$ cat config.mk
export PLATFORM = sky130hd
export DESIGN_NAME = sprite_line_scanner
export DESIGN_NICKNAME = d
export VERILOG_FILES = /design/src/rtl/sprite_line_scanner.sv
export SDC_FILE = /design/constraint.sdc
export NUM_CORES = 1
export LEC_CHECK = 0
export ABC_CLOCK_PERIOD_IN_PS = 4260
export CORE_ASPECT_RATIO = 1.75
export CORE_MARGIN = 2
export CORE_UTILIZATION = 35
export DETAILED_ROUTE_END_ITERATION = 8
export GPL_ROUTABILITY_DRIVEN = 0
export GPL_TIMING_DRIVEN = 0
export PLACE_DENSITY = 0.62
export REMOVE_ABC_BUFFERS = 1
export SYNTH_ARGS = -nofsm -noshare
export SYNTH_HDL_FRONTEND = slang
export SYNTH_SLANG_ARGS = --single-unit
$ cat constraint.sdc
create_clock -name clk_i -period 4.26 [get_ports clk_i]
set_clock_uncertainty 0.05 [all_clocks]
set_input_delay 1.065 -clock clk_i [delete_from_list [all_inputs] [get_ports clk_i]]
set_output_delay 1.065 -clock clk_i [all_outputs]
set_load 0.05 [all_outputs]
$ cat src/rtl/sprite_line_scanner.sv
// -----------------------------------------------------------------------------
// sprite_line_scanner
//
// Per-scanline sprite attribute scanner. A line_start_i pulse starts a walk over
// the sprite attribute RAM (two words per sprite, sprite n at words 2n / 2n+1).
// Each sprite's vertical extent is tested against the latched target line and
// visible sprites are handed to the line renderer over a valid/ready port.
// This block is the only master of the sprite RAM read port.
//
// Parameters
//   NUM_SPRITES  sprites scanned per line (1..128)
//   MAX_HITS     sprites forwarded per line (1..128); later hits are dropped
//
// Ports
//   clk_i, rst_n_i        clock, synchronous active-low reset
//   line_start_i          1-cycle pulse: start (or restart) a scan for line_i
//   line_i                target scanline, sampled with line_start_i
//   sprites_en_i          global enable, sampled with line_start_i
//   ram_rd_en_o/addr_o    sprite RAM read request
//   ram_rd_data_i         sprite RAM read data, valid one cycle after the address
//   hit_valid_o/ready_i   hit record handshake
//   hit_idx_o             sprite index of the hit
//   hit_w0_o, hit_w1_o    raw attribute words of the hit sprite
//   hit_row_o             row inside the sprite = (line - y) mod 1024
//   scan_busy_o           scan in progress (RD0..PUSH)
//   scan_done_o           1-cycle pulse when a scan completes
//   hit_count_o           hits forwarded for the current/last line
//   ovf_o                 only with SPRITE_SCAN_OVF_EN: a hit was dropped because
//                         MAX_HITS was reached; cleared on line_start_i
//
// Build option: define SPRITE_SCAN_OVF_EN to add the ovf_o status port.
// -----------------------------------------------------------------------------
module sprite_line_scanner #(
  parameter int NUM_SPRITES = 128,
  parameter int MAX_HITS    = 64
) (
  input  logic        clk_i,
  input  logic        rst_n_i,
  input  logic        line_start_i,
  input  logic [9:0]  line_i,
  input  logic        sprites_en_i,
  output logic        ram_rd_en_o,
  output logic [7:0]  ram_rd_addr_o,
  input  logic [31:0] ram_rd_data_i,
  output logic        hit_valid_o,
  input  logic        hit_ready_i,
  output logic [6:0]  hit_idx_o,
  output logic [31:0] hit_w0_o,
  output logic [31:0] hit_w1_o,
  output logic [5:0]  hit_row_o,
  output logic        scan_busy_o,
  output logic        scan_done_o,
  output logic [7:0]  hit_count_o
`ifdef SPRITE_SCAN_OVF_EN
  ,
  output logic        ovf_o
`endif
);

  typedef enum logic [2:0] {
    IDLE = 3'd0,
    RD0  = 3'd1,
    RD1  = 3'd2,
    EVAL = 3'd3,
    PUSH = 3'd4,
    DONE = 3'd5
  } state_t;

  state_t      state_q, state_d;
  logic [9:0]  line_q;
  logic [6:0]  idx_q;
  logic [7:0]  count_q;
  logic [31:0] w0_q;

  // Control strobes from the FSM to the datapath.
  logic start, load_hit, accept, advance, skip_full;

  // Y test on word 1 as it arrives from the RAM during EVAL.
  logic [9:0] eval_y;
  logic [9:0] eval_row;
  logic [1:0] eval_z;
  logic [6:0] eval_h;
  logic       eval_hit;
  logic       has_room;
  logic       last_idx;

  assign eval_y   = ram_rd_data_i[9:0];
  assign eval_z   = ram_rd_data_i[19:18];
  assign eval_h   = 7'd8 << ram_rd_data_i[31:30];
  // 10-bit subtraction wraps naturally, so sprites straddling line 1023/0 work.
  assign eval_row = line_q - eval_y;
  assign eval_hit = (eval_z != 2'd0) && (eval_row < 10'(eval_h));
  assign has_room = count_q < 8'(MAX_HITS);
  assign last_idx = idx_q == 7'(NUM_SPRITES - 1);

  // NOTE: sequential state uses non-blocking assignments so every register
  // samples the values from before the edge, independent of statement order.
  always_ff @(posedge clk_i) begin
    if (!rst_n_i) state_q <= IDLE;
    else          state_q <= state_d;
  end

  // NOTE: every signal written here gets a default first, so no path through
  // the case leaves one unassigned and no latch is inferred.
  always_comb begin
    state_d       = state_q;
    start         = 1'b0;
    load_hit      = 1'b0;
    accept        = 1'b0;
    advance       = 1'b0;
    skip_full     = 1'b0;
    ram_rd_en_o   = 1'b0;
    ram_rd_addr_o = 8'd0;
    hit_valid_o   = 1'b0;
    scan_busy_o   = 1'b0;
    scan_done_o   = 1'b0;

    case (state_q)
      IDLE: ;
      RD0: begin
        ram_rd_en_o   = 1'b1;
        ram_rd_addr_o = {idx_q, 1'b0};
        scan_busy_o   = 1'b1;
        state_d       = RD1;
      end
      RD1: begin
        ram_rd_en_o   = 1'b1;
        ram_rd_addr_o = {idx_q, 1'b1};
        scan_busy_o   = 1'b1;
        state_d       = EVAL;
      end
      EVAL: begin
        scan_busy_o = 1'b1;
        if (eval_hit && has_room) begin
          load_hit = 1'b1;
          state_d  = PUSH;
        end else begin
          // A visible sprite that cannot be forwarded is counted as overflow.
          skip_full = eval_hit;
          advance   = 1'b1;
          state_d   = last_idx ? DONE : RD0;
        end
      end
      PUSH: begin
        scan_busy_o = 1'b1;
        hit_valid_o = 1'b1;
        if (hit_ready_i) begin
          accept  = 1'b1;
          advance = 1'b1;
          state_d = last_idx ? DONE : RD0;
        end
      end
      DONE: begin
        scan_done_o = 1'b1;
        state_d     = IDLE;
      end
      default: state_d = IDLE;
    endcase

    // A new line always wins: it aborts any scan in flight (a pending hit is
    // withdrawn without handshake) and also restarts straight out of DONE.
    if (line_start_i) begin
      start     = 1'b1;
      load_hit  = 1'b0;
      accept    = 1'b0;
      advance   = 1'b0;
      skip_full = 1'b0;
      state_d   = sprites_en_i ? RD0 : DONE;
    end
  end

`ifdef SPRITE_SCAN_OVF_EN
  logic ovf_q;
  assign ovf_o = ovf_q;
`endif

  // NOTE: the datapath registers are reset too, because the hit record and
  // count are visible outputs that must read 0 straight out of reset.
  always_ff @(posedge clk_i) begin
    if (!rst_n_i) begin
      line_q    <= '0;
      idx_q     <= '0;
      count_q   <= '0;
      w0_q      <= '0;
      hit_idx_o <= '0;
      hit_w0_o  <= '0;
      hit_w1_o  <= '0;
      hit_row_o <= '0;
`ifdef SPRITE_SCAN_OVF_EN
      ovf_q     <= 1'b0;
`endif
    end else begin
      if (state_q == RD1) w0_q <= ram_rd_data_i;
      if (start) begin
        line_q  <= line_i;
        idx_q   <= '0;
        count_q <= '0;
`ifdef SPRITE_SCAN_OVF_EN
        ovf_q   <= 1'b0;
`endif
      end else begin
        if (load_hit) begin
          hit_idx_o <= idx_q;
          hit_w0_o  <= w0_q;
          hit_w1_o  <= ram_rd_data_i;
          // row < h <= 64, so the upper bits are always zero for a hit.
          hit_row_o <= eval_row[5:0];
        end
        if (accept) count_q <= count_q + 8'd1;
        if (advance && !last_idx) idx_q <= idx_q + 7'd1;
`ifdef SPRITE_SCAN_OVF_EN
        if (skip_full) ovf_q <= 1'b1;
`endif
      end
    end
  end

  assign hit_count_o = count_q;

endmodule
==> results.ini <==
[outcome]
outcome=finished clean

[sta]
timing_hold_violations_final=0
fmax_mhz=246.4
tightest_slew_ns=0.9900
timing.final.crit_period_ns=4.058
fin_ws_ns=0.2023
slew-limit-headroom=0.3364
min_period_over_period=0.9525
setup_violations=0
rsz0062_at_grt=false
slew_viol_final=0

[global_routing]
grt_max_degree=77
grt_pass1_wl_mm=25.63
first_global_vias=4884
grt_overflow_total=0
grt_use_total=0.1852
grt_antenna_before_repair=0

[finish]
layout-drive-gt1-share=0.1109
fin_cells=1084
antenna_cells=0
final_area_um2=8616
fin_nets=908
final_cell_mix=230 x nand2_1, 137 x dfxtp_1, 137 x clkdlybuf4s50_1
syn_to_final_growth_pct=45.27
final_common_cell=nand2_1

[synth]
synth-edff-count=0
yosysWarnings=0
syn_inst=696
synth_area_um2=5931
yosysUniqueCellTypes=45
avgSynthCellArea_um2=8.521
async_reset_ff_frac=0
postSynthRegisterBits=137
synth-main-ff-cell=dfxtp_1
yosysSeqAreaShare=0.4624

[worst_setup_path]
worstPathCellList=clkdlybuf4s50_1, inv_1, ha_4, and3_1, a21oi_2, nand3b_1, xor2_1, ha_1, nor3_2, o21ai_1, a21oi_2, buf_4, o211a_1, o221ai_4, or2_4, clkbuf_16, nand2_1, a21boi_0
crit_slowest_cell=clkdlybuf4s50_1
r2r_start=line_q[1]$_SDFFE_PN0P_
reg2regPathDepth=17
cp_top_family=buffers and inverters
cp.required_ns=4.52
crit_arrival_ns=4.32
rrSetupSlack_ns=0.84
crit_cells=18
cp.buffers_inverters=4
endpoint=hit_w1_o[7]$_SDFFE_PN0P_
endpoint_kind=register
critPathKind=input port to register
startpoint_type=input port
cp_slowest_stage_delay_ns=0.51
cp_common_cell=a21oi_2
critPathLaunch=ram_rd_data_i[5]
reg2reg_to=hit_w1_o[7]$_SDFFE_PN0P_
path_max_fanout=9

[pwr]
power_leakage_nw=3.085
p_per_area_nw_per_um2=364.2
ir_drop_v=0.0002307
finalPower_mw=3.138

[clock_network]
clk_pin_slew_ns=0.07
cts_tree=yes
numCtsBuffers=17
clk_latency_ns=0.42
htree_levels=4
clk_path_buf_depth=2
root_buffer=clkbuf_16
hold_buffers=0
clock_sinks=137

[place]
io_buffers=143
dp.cells=1028
place_area_um2=7541
dpl.hpwl_mm=10.02
dpl_worst_slack_ns=-0.9397

[floorplanning]
num_rows=63
ioPinCount=144
die_area_um2=18040
fp.dieH_um=176.2
fp.dieW_um=102.4
coreArea_um2=16790
initial_core_util=0.3532

[drt]
met1_length_mm=7.170
drt_pass1_iterations=4
num_vias=5156
wl_met2_mm=9.688
via_per_inst=4.756
drt_wl_total_mm=17.76
drc=0
wl_per_cell_um=16.38
drtIter0Drc=190
ant_nets=0
wl_met3_um=530
maxUsedRoutingLayer=met4

[flow_run]
drv_cap=0

[worst_hold_path]
hold_class=register to register

==> cell families after synthesis <==
| group | Yosys count | synth area share |
|---|---|---|
| xor+xnor | 16 | 0.02363 |
| flops | 137 | 0.4624 |
| buf+inv | 56 | 0.04430 |
| fa+ha+maj | 16 | 0.03502 |
| simple gates | 311 | 0.2236 |
| compound gates | 148 | 0.1907 |
| mux | 12 | 0.02025 |
==> per-stage QoR <==
step | utilization | hold WS [ns] | TNS, ns
6_report | 0.5132 | 0.3948 | 0
5_1_grt | 0.5132 | 0.4158 | 0
4_1_cts | 0.4984 | 0.3980 | -0.01271
3_5_place_dp | 0.4491 | 0.3925 | -71.48
3_3_place_gp | 0.4429 | 0.3856 | -394.64
2_1_floorplan | - | 0.3853 | -122.75
==> cells in the mapped netlist, drive strengths merged, types with 3 or more instances <==
master | n | share of area
nor2b | 14 | 0.015
dfxtp | 137 | 0.46
clkbuf | 25 | 0.016
buf | 17 | 0.020
o21ai | 7 | 0.0059
ha | 15 | 0.032
inv | 14 | 0.0089
and3 | 5 | 0.0053
xor2 | 8 | 0.012
o21a | 5 | 0.0063
and2 | 8 | 0.0084
nor3 | 5 | 0.0042
nand2 | 230 | 0.15
a21boi | 109 | 0.14
mux2i | 12 | 0.020
nand3 | 6 | 0.0051
or2 | 3 | 0.0032
nand2b | 7 | 0.0074
or3 | 7 | 0.0074
nor2 | 19 | 0.012
a21oi | 15 | 0.013
xnor2 | 8 | 0.012
o211ai | 4 | 0.0059
==> flip-flops by register name (all words and copies together), names as in the netlist <==
register,flops
w0_q,32
line_q,10
idx_q,7
hit_w0_o,32
state_q,3
hit_row_o,6
hit_w1_o,32
hit_count_o,8
hit_idx_o,7
==> per-layer routing <==
layer  global-route usage  vias to the layer above
li1                     -                     2592
met1               0.2128                     2447
met2               0.3385                       95
met3              0.03563                       22
met4              0.05722                        0
met5                    0                        -
==> final cells by class <==
type,count,area [um^2]
Tap cell,227,284.0
Clock buffer,17,425.4
Multi-Input combinational cell,504,3048
Timing Repair inverter,1,5.005
Fill cell,1643,8174
Inverter,14,56.30
Sequential cell,137,2743
Clock inverter,14,185.2
Timing Repair Buffer,170,1869
==> where the power goes <==
part	total, mW	switching [mW]	internal [mW]
logic	0.279	0.139	0.140
registers	1.30	0.00962	1.30
clock network	1.55	0.620	0.934
==> what timing repair did <==
action / 4_1_cts / 5_1_grt
setup endpoints to repair: 84 / 84
gates cloned: 3 / 9
pin swaps: 6 / 6
gates resized for setup: 16 / 25
buffers inserted: 11 / 2
==> worst register-to-register path, delay by kind of cell (launching register included) <==
kind	cells	cell delay (ns)
DFF	1	0.32
and+or+nand+nor	5	0.80
xor gates and xnor gates	1	0.10
AOI/OAI and AO/OA	7	1.15
buffers and inverters	2	0.32
adders and majority gates	2	0.57
==> how the worst min path moves through the flow <==
stage	start	to	slack (ns)	cells after the start
after floorplan	w0_q[0]$_SDFFE_PN0N_	hit_w0_o[0]$_SDFFE_PN0P_	0.39	2
after global placement	hit_w0_o[11]$_SDFFE_PN0P_	hit_w0_o[11]$_SDFFE_PN0P_	0.39	2
after detailed placement	hit_w1_o[16]$_SDFFE_PN0P_	hit_w1_o[16]$_SDFFE_PN0P_	0.39	2
after CTS	w0_q[24]$_SDFFE_PN0N_	hit_w0_o[24]$_SDFFE_PN0P_	0.40	2
after global routing	w0_q[24]$_SDFFE_PN0N_	hit_w0_o[24]$_SDFFE_PN0P_	0.42	2
final	hit_w0_o[12]$_SDFFE_PN0P_	hit_w0_o[12]$_SDFFE_PN0P_	0.39	2
Power figures use the tool's default switching activity.
